### src/rtl/bc_tx_arbiter_pkg.sv
// bc_pkg: shared constants and FSM state type for the command-buffer transmit arbiter.
package bc_pkg;
    localparam int BC_DATA_W = 16;
    localparam int BC_TRUNC_W = 8;
    typedef enum logic {IDLE, GRANT} bc_state_e;
endpackage

### src/rtl/bc_tx_arbiter_if.sv
// bc_tx_arbiter_if: requester-side and buffer-side ready/valid signals of the arbiter.
interface bc_tx_arbiter_if import bc_pkg::*; #(
    parameter int NUM_REQ = 4,
    parameter int DATA_W = BC_DATA_W
) ();
    logic [NUM_REQ-1:0] req_valid;
    logic [NUM_REQ*DATA_W-1:0] req_data;
    logic [NUM_REQ-1:0] req_last;
    logic [NUM_REQ-1:0] req_rdy;
    logic out_valid;
    logic [DATA_W-1:0] out_data;
    logic out_rdy;
    modport master (output req_valid, req_data, req_last, out_rdy, input req_rdy, out_valid, out_data);
    modport slave (input req_valid, req_data, req_last, out_rdy, output req_rdy, out_valid, out_data);
endinterface

### src/rtl/bc_tx_arbiter_rr_pick.sv
// bc_rr_pick: combinational round-robin winner select with an absolute-priority E-stop index.
module bc_rr_pick #(
    parameter int NUM_REQ = 4,
    parameter int ESTOP_IDX = 0,
    localparam int GW = $clog2(NUM_REQ)
) (
    input  logic [NUM_REQ-1:0] req,
    input  logic [GW-1:0]      rr_ptr,
    output logic [GW-1:0]      winner,
    output logic               any_req
);
    logic [GW-1:0] idx;
    // Scan farthest-first so the nearest requester after rr_ptr is the last write.
    always_comb begin
        winner = '0;
        idx = '0;
        for (int k = NUM_REQ; k >= 1; k--) begin
            idx = GW'((int'(rr_ptr) + k) % NUM_REQ);
            winner = req[idx] ? idx : winner;
        end
        winner = req[ESTOP_IDX] ? GW'(ESTOP_IDX) : winner;
    end
    assign any_req = |req;
endmodule

### src/rtl/bc_tx_arbiter.sv
// bc_tx_arbiter: burst-locked round-robin arbiter with E-stop priority feeding the buffer ctrl_in port.
module bc_tx_arbiter import bc_pkg::*; #(
    parameter int NUM_REQ = 4,
    parameter int DATA_W = BC_DATA_W,
    parameter int MAX_BURST = 8,
    parameter int ESTOP_IDX = 0,
    localparam int GW = $clog2(NUM_REQ)
) (
    input  logic                  clk,
    input  logic                  rst,
    bc_tx_arbiter_if.slave        bus,
    output logic [GW-1:0]         grant_id,
    output logic                  busy,
    output logic [BC_TRUNC_W-1:0] trunc_cnt
);
    bc_state_e state;
    logic [GW-1:0] rr_ptr, winner;
    logic [7:0] beat_cnt;
    logic any_req, xfer, last, at_max;
    logic [DATA_W-1:0] dv [NUM_REQ];

    for (genvar i = 0; i < NUM_REQ; i++) begin : g_dv
        assign dv[i] = bus.req_data[i*DATA_W +: DATA_W];
    end

    bc_rr_pick #(.NUM_REQ(NUM_REQ), .ESTOP_IDX(ESTOP_IDX)) u_pick (
        .req(bus.req_valid), .rr_ptr(rr_ptr), .winner(winner), .any_req(any_req)
    );

    assign bus.out_valid = (state == GRANT) && bus.req_valid[grant_id];
    assign bus.out_data = dv[grant_id];
    assign bus.req_rdy = (state == GRANT) ? NUM_REQ'(bus.out_rdy) << grant_id : '0;
    assign xfer = bus.out_valid && bus.out_rdy;
    assign last = bus.req_last[grant_id];
    assign at_max = beat_cnt == 8'(MAX_BURST - 1);

    // E-stop grants leave rr_ptr alone so fairness among the others is undisturbed.
    always_ff @(posedge clk or negedge rst) begin
        if (!rst) begin
            state <= IDLE;
            busy <= 1'b0;
            grant_id <= '0;
            beat_cnt <= '0;
            rr_ptr <= GW'(NUM_REQ - 1);
            trunc_cnt <= '0;
        end else if (state == IDLE) begin
            if (any_req) begin
                state <= GRANT;
                busy <= 1'b1;
                grant_id <= winner;
                beat_cnt <= '0;
                if (winner != GW'(ESTOP_IDX)) rr_ptr <= winner;
            end
        end else if (xfer) begin
            beat_cnt <= beat_cnt + 8'd1;
            if (last || at_max) begin
                state <= IDLE;
                busy <= 1'b0;
            end
            if (!last && at_max && trunc_cnt != '1) trunc_cnt <= trunc_cnt + 1'b1;
        end
    end
endmodule

### src/flat_wrapper.sv
// flat-port wrapper written by rule: the top's interface ports become plain ports
module bc_tx_arbiter_flat import bc_pkg::*;
#(
    parameter int NUM_REQ = 4,
    parameter int DATA_W = BC_DATA_W,
    parameter int MAX_BURST = 8,
    parameter int ESTOP_IDX = 0,
    localparam int GW = $clog2(NUM_REQ)
)
  (clk, rst, grant_id, busy, trunc_cnt, bus_req_valid, bus_req_data, bus_req_last, bus_out_rdy, bus_req_rdy, bus_out_valid, bus_out_data);
  bc_tx_arbiter_if #(.NUM_REQ(NUM_REQ), .DATA_W(DATA_W)) bus_i ();
  input  logic clk;
  input  logic rst;
  output logic [GW-1:0] grant_id;
  output logic busy;
  output logic [BC_TRUNC_W-1:0] trunc_cnt;
  input wire logic [$bits(bus_i.req_valid)-1:0] bus_req_valid;
  input wire logic [$bits(bus_i.req_data)-1:0] bus_req_data;
  input wire logic [$bits(bus_i.req_last)-1:0] bus_req_last;
  input wire logic [$bits(bus_i.out_rdy)-1:0] bus_out_rdy;
  output wire logic [$bits(bus_i.req_rdy)-1:0] bus_req_rdy;
  output wire logic [$bits(bus_i.out_valid)-1:0] bus_out_valid;
  output wire logic [$bits(bus_i.out_data)-1:0] bus_out_data;
  assign bus_i.req_valid = bus_req_valid;
  assign bus_i.req_data = bus_req_data;
  assign bus_i.req_last = bus_req_last;
  assign bus_i.out_rdy = bus_out_rdy;
  assign bus_req_rdy = bus_i.req_rdy;
  assign bus_out_valid = bus_i.out_valid;
  assign bus_out_data = bus_i.out_data;
  bc_tx_arbiter #(.NUM_REQ(NUM_REQ), .DATA_W(DATA_W), .MAX_BURST(MAX_BURST), .ESTOP_IDX(ESTOP_IDX)) u_core (.clk(clk), .rst(rst), .bus(bus_i), .grant_id(grant_id), .busy(busy), .trunc_cnt(trunc_cnt));
endmodule
### config.mk
export PLATFORM = sky130hd
export DESIGN_NAME = bc_tx_arbiter_flat
export DESIGN_NICKNAME = d
export VERILOG_FILES = /design/src/rtl/bc_tx_arbiter_pkg.sv /design/src/rtl/bc_tx_arbiter_if.sv /design/src/rtl/bc_tx_arbiter_rr_pick.sv /design/src/rtl/bc_tx_arbiter.sv /design/src/flat_wrapper.sv
export SDC_FILE = /design/constraint.sdc
export NUM_CORES = 1
export LEC_CHECK = 0
export CORE_MARGIN = 2
export CORE_UTILIZATION = 25
export DETAILED_ROUTE_END_ITERATION = 10
export GPL_TIMING_DRIVEN = 0
export RECOVER_POWER = 100
export SLEW_MARGIN = 25
export SYNTH_ARGS = -nofsm -noshare
export SYNTH_HDL_FRONTEND = slang
export SYNTH_HIERARCHICAL = 1
export SYNTH_SLANG_ARGS = --single-unit
### constraint.sdc
create_clock -name clk -period 3.2 [get_ports clk]
set_input_delay 0.64 -clock clk [delete_from_list [all_inputs] [get_ports clk]]
set_output_delay 0.64 -clock clk [all_outputs]
set_load 0.01 [all_outputs]
==> impl_metrics.ini <==
[power]
vdd_ir_drop_max_uv = 239.8
report.power.total_mw = 1.461
p_per_area_nw_per_um2 = 526.2
p_leak_nw = 1.160

[global_routing]
grt_pass1_wl_mm = 7.990
grt_pass1_vias = 1599
grt_max_degree = 23
grt_use_total = 0.1392
antenna_found_initial = 0
grt_overflow = 0

[yosys]
ys_seq_area_frac = 0.3405
syn_area_per_cell_um2 = 11.12
synth-seq-cells = 22
yosysWarningCount = 6
syn_inst = 146
synth.cell_area_um2 = 1624
synth_top_cell_by_area = dfrtp_1
synth_top_area_share = 0.3082
synthTopCellsByArea = dfrtp_1 31%, mux4_2 25%, xor2_1 5.9%
syn-num-nets = 223
ys_types = 35

[sta]
timing.setup.tns_ns = 0
worstMarginPinSlew_ns = 1.176
fin_ws_ns = 0.1546
hold_viol_final = 0
rsz0062_at_grt = false
finClkSkew_ns = 0.001974
final.min_clock_period_ns = 3.045
min_period_over_period = 0.9517
fmax_ghz = 0.3284
setup_viol = 0
slew_headroom = 0.2162
drv_slew = 0

[min_path]
hold_path.class = reg2reg

[setup_path]
r2r_start = u_core/grant_id[0]
rrSetupSlack_ns = 1.01
startpoint = bus_req_valid[0]
endpoint = bus_out_valid
start_kind = input pin
r2r_cells = 5
arrival_ns = 2.41
critical_path_class = in2out
required_ns = 2.56
crit_fanout = 8
r2r_end = u_core/trunc_cnt[1]
cp-end-kind = output pin

[clock_tree]
clk_latency_ns = 0.26
cts_sinks = 22
cts_tree = done
clkTransAtPathRegs_ns = 0.08
cts-htree-levels = 1
cts_inserted_buffers = 3
ctsHoldBuffers = 0
cts_setup_buffers = 0
root_buffer = clkbuf_8
clock_path_buffers = 2

[place]
pre_cts_ws_ns = 0.09404
routabilityCongestion = 0.7851
port_buffers = 106
dp_hpwl_mm = 4.076
placed_cells = 329

[die]
num_rows = 29
start_util = 0.2572
die_x_um = 84.60
core-area_um2 = 6314
die_h_um = 84.60
ioPinCount = 107
die-area_um2 = 7157

[drt]
avgRoutedWirePerCell_um = 14.95
firstDrtPassIters = 4
via_per_inst = 4.754
routed_wl_mm = 4.977
route.detailed.drc = 0
postRouteAntennaNets = 0
drt-initial-drc-count = 44
vias = 1583

[finish]
num-fill-cells = 613
instances_no_fill = 333
antenna_cells = 0
layout-drive-gt1-share = 0.1133
fin_nets = 334
synthToLayoutAreaGrowth_pct = 70.96

[run_status]
status = completed

[run]
maxCapViolCount = 0
-- worst max-delay path, cell delays in order --
cell and delay, ns:
clkdlybuf4s50_1 0.48, mux4_2 0.59, and2_0 0.20, clkdlybuf4s50_1 0.49
-- cell usage in the layout (no fill, tap or decap), drive strengths merged, types with 3 or more instances in the layout --
cell type,synthesis,routed
nand2,20,20
inv,5,5
nor2,15,15
nor4,5,5
dlygate4sd3,0,23
and3,5,5
and2,3,3
nand3,9,9
xor2,11,11
mux4,18,18
clkbuf,3,10
clkdlybuf4s50,0,82
buf,5,3
o21ai,4,4
dfrtp,20,20
-- timing repair --
action	CTS	global route
endpoints found under the setup margin	0	1
hold endpoints to repair	0	0
resized for setup	0	1
-- where the power goes --
| part | switching [mW] | internal [mW] |
|---|---|---|
| registers | 0.0539 | 0.345 |
| clock network | 0.0916 | 0.110 |
| logic | 0.359 | 0.502 |
-- state kept, by name, summed over array words and instances, names as in the netlist --
register / cells
u_core/state: 1
u_core/beat_cnt: 8
u_core/busy: 1
u_core/rr_ptr: 2
u_core/trunc_cnt: 8
u_core/grant_id: 2
-- metal layers --
layer / vias up / track usage / share of wire
li1: 759 / - / -
met1: 752 / 0.1623 / 0.39
met2: 68 / 0.2563 / 0.52
met3: 4 / 0.03147 / 0.084
met4: 0 / 0.03608 / 0.0088
met5: - / 0 / 0
-- synth_stat cells --
cell and n:
nand3b_4 1, mux4_2 18, nand2b_1 1, ha_1 2
dfrtp_1 20, o21ai_1 3, clkbuf_1 3, and3_1 5
nand4_1 2, maj3_2 1, xnor2_1 1, buf_6 1
nand3_1 8, nor3b_1 1, nor2b_1 1, and4_1 2
inv_1 5, o21ai_0 1, and2_1 3, nor3_2 1
a211oi_2 1, mux2_1 1, buf_1 3, nor2_1 15
a221oi_1 1, nor4_2 5, nor4b_2 1, nand2_1 20
nand3_2 1, nor3_1 1, xor2_1 11, dfstp_2 2
or4_1 2, a21oi_1 1, buf_2 1
-- layout make-up --
class,instances,area (um2),share of cell area
inverters,5,18.77,0.006760
flip-flops and latches,22,553.0,0.1992
multi-input cells,111,959.7,0.3457
clock buffers,4,55.05,0.01983
well taps,77,96.34,0.03470
plain buffers,8,38.79,0.01397
repair buffers,106,1055,0.3799
-- stage by stage --
stage          cell area [um2]  hold slack, ns    util
6_report                  2776          0.4788  0.4398
5_1_grt                   2776          0.4922  0.4398
4_1_cts                   2836          0.4855  0.4493
3_5_place_dp              2781          0.4720  0.4405
3_3_place_gp              2781          0.4668  0.4405
2_1_floorplan             1624          0.3444       -
-- worst min path at each step --
stage / startpoint / end / cells past startpoint
4_1_cts: u_core/rr_ptr[1] / u_core/rr_ptr[1] / 2
3_3_place_gp: u_core/rr_ptr[1] / u_core/rr_ptr[1] / 2
2_1_floorplan: rst / u_core/beat_cnt[0] / 0
6_report: u_core/trunc_cnt[7] / u_core/trunc_cnt[7] / 1
3_5_place_dp: u_core/rr_ptr[1] / u_core/rr_ptr[1] / 2
5_1_grt: u_core/rr_ptr[1] / u_core/rr_ptr[1] / 2
-- cells by family (layout without fill, tap and decap cells) --
group	after synthesis	count (layout)	synth area share
and+or+nand+nor	70	70	0.2519
buffers and inverters	13	123	0.03544
AOI/OAI and AO/OA	7	7	0.02850
adders and majority gates	3	3	0.02234
muxes	19	19	0.2565
DFF	22	22	0.3405
xor gates and xnor gates	12	12	0.06471
Power figures use the tool's default switching activity.
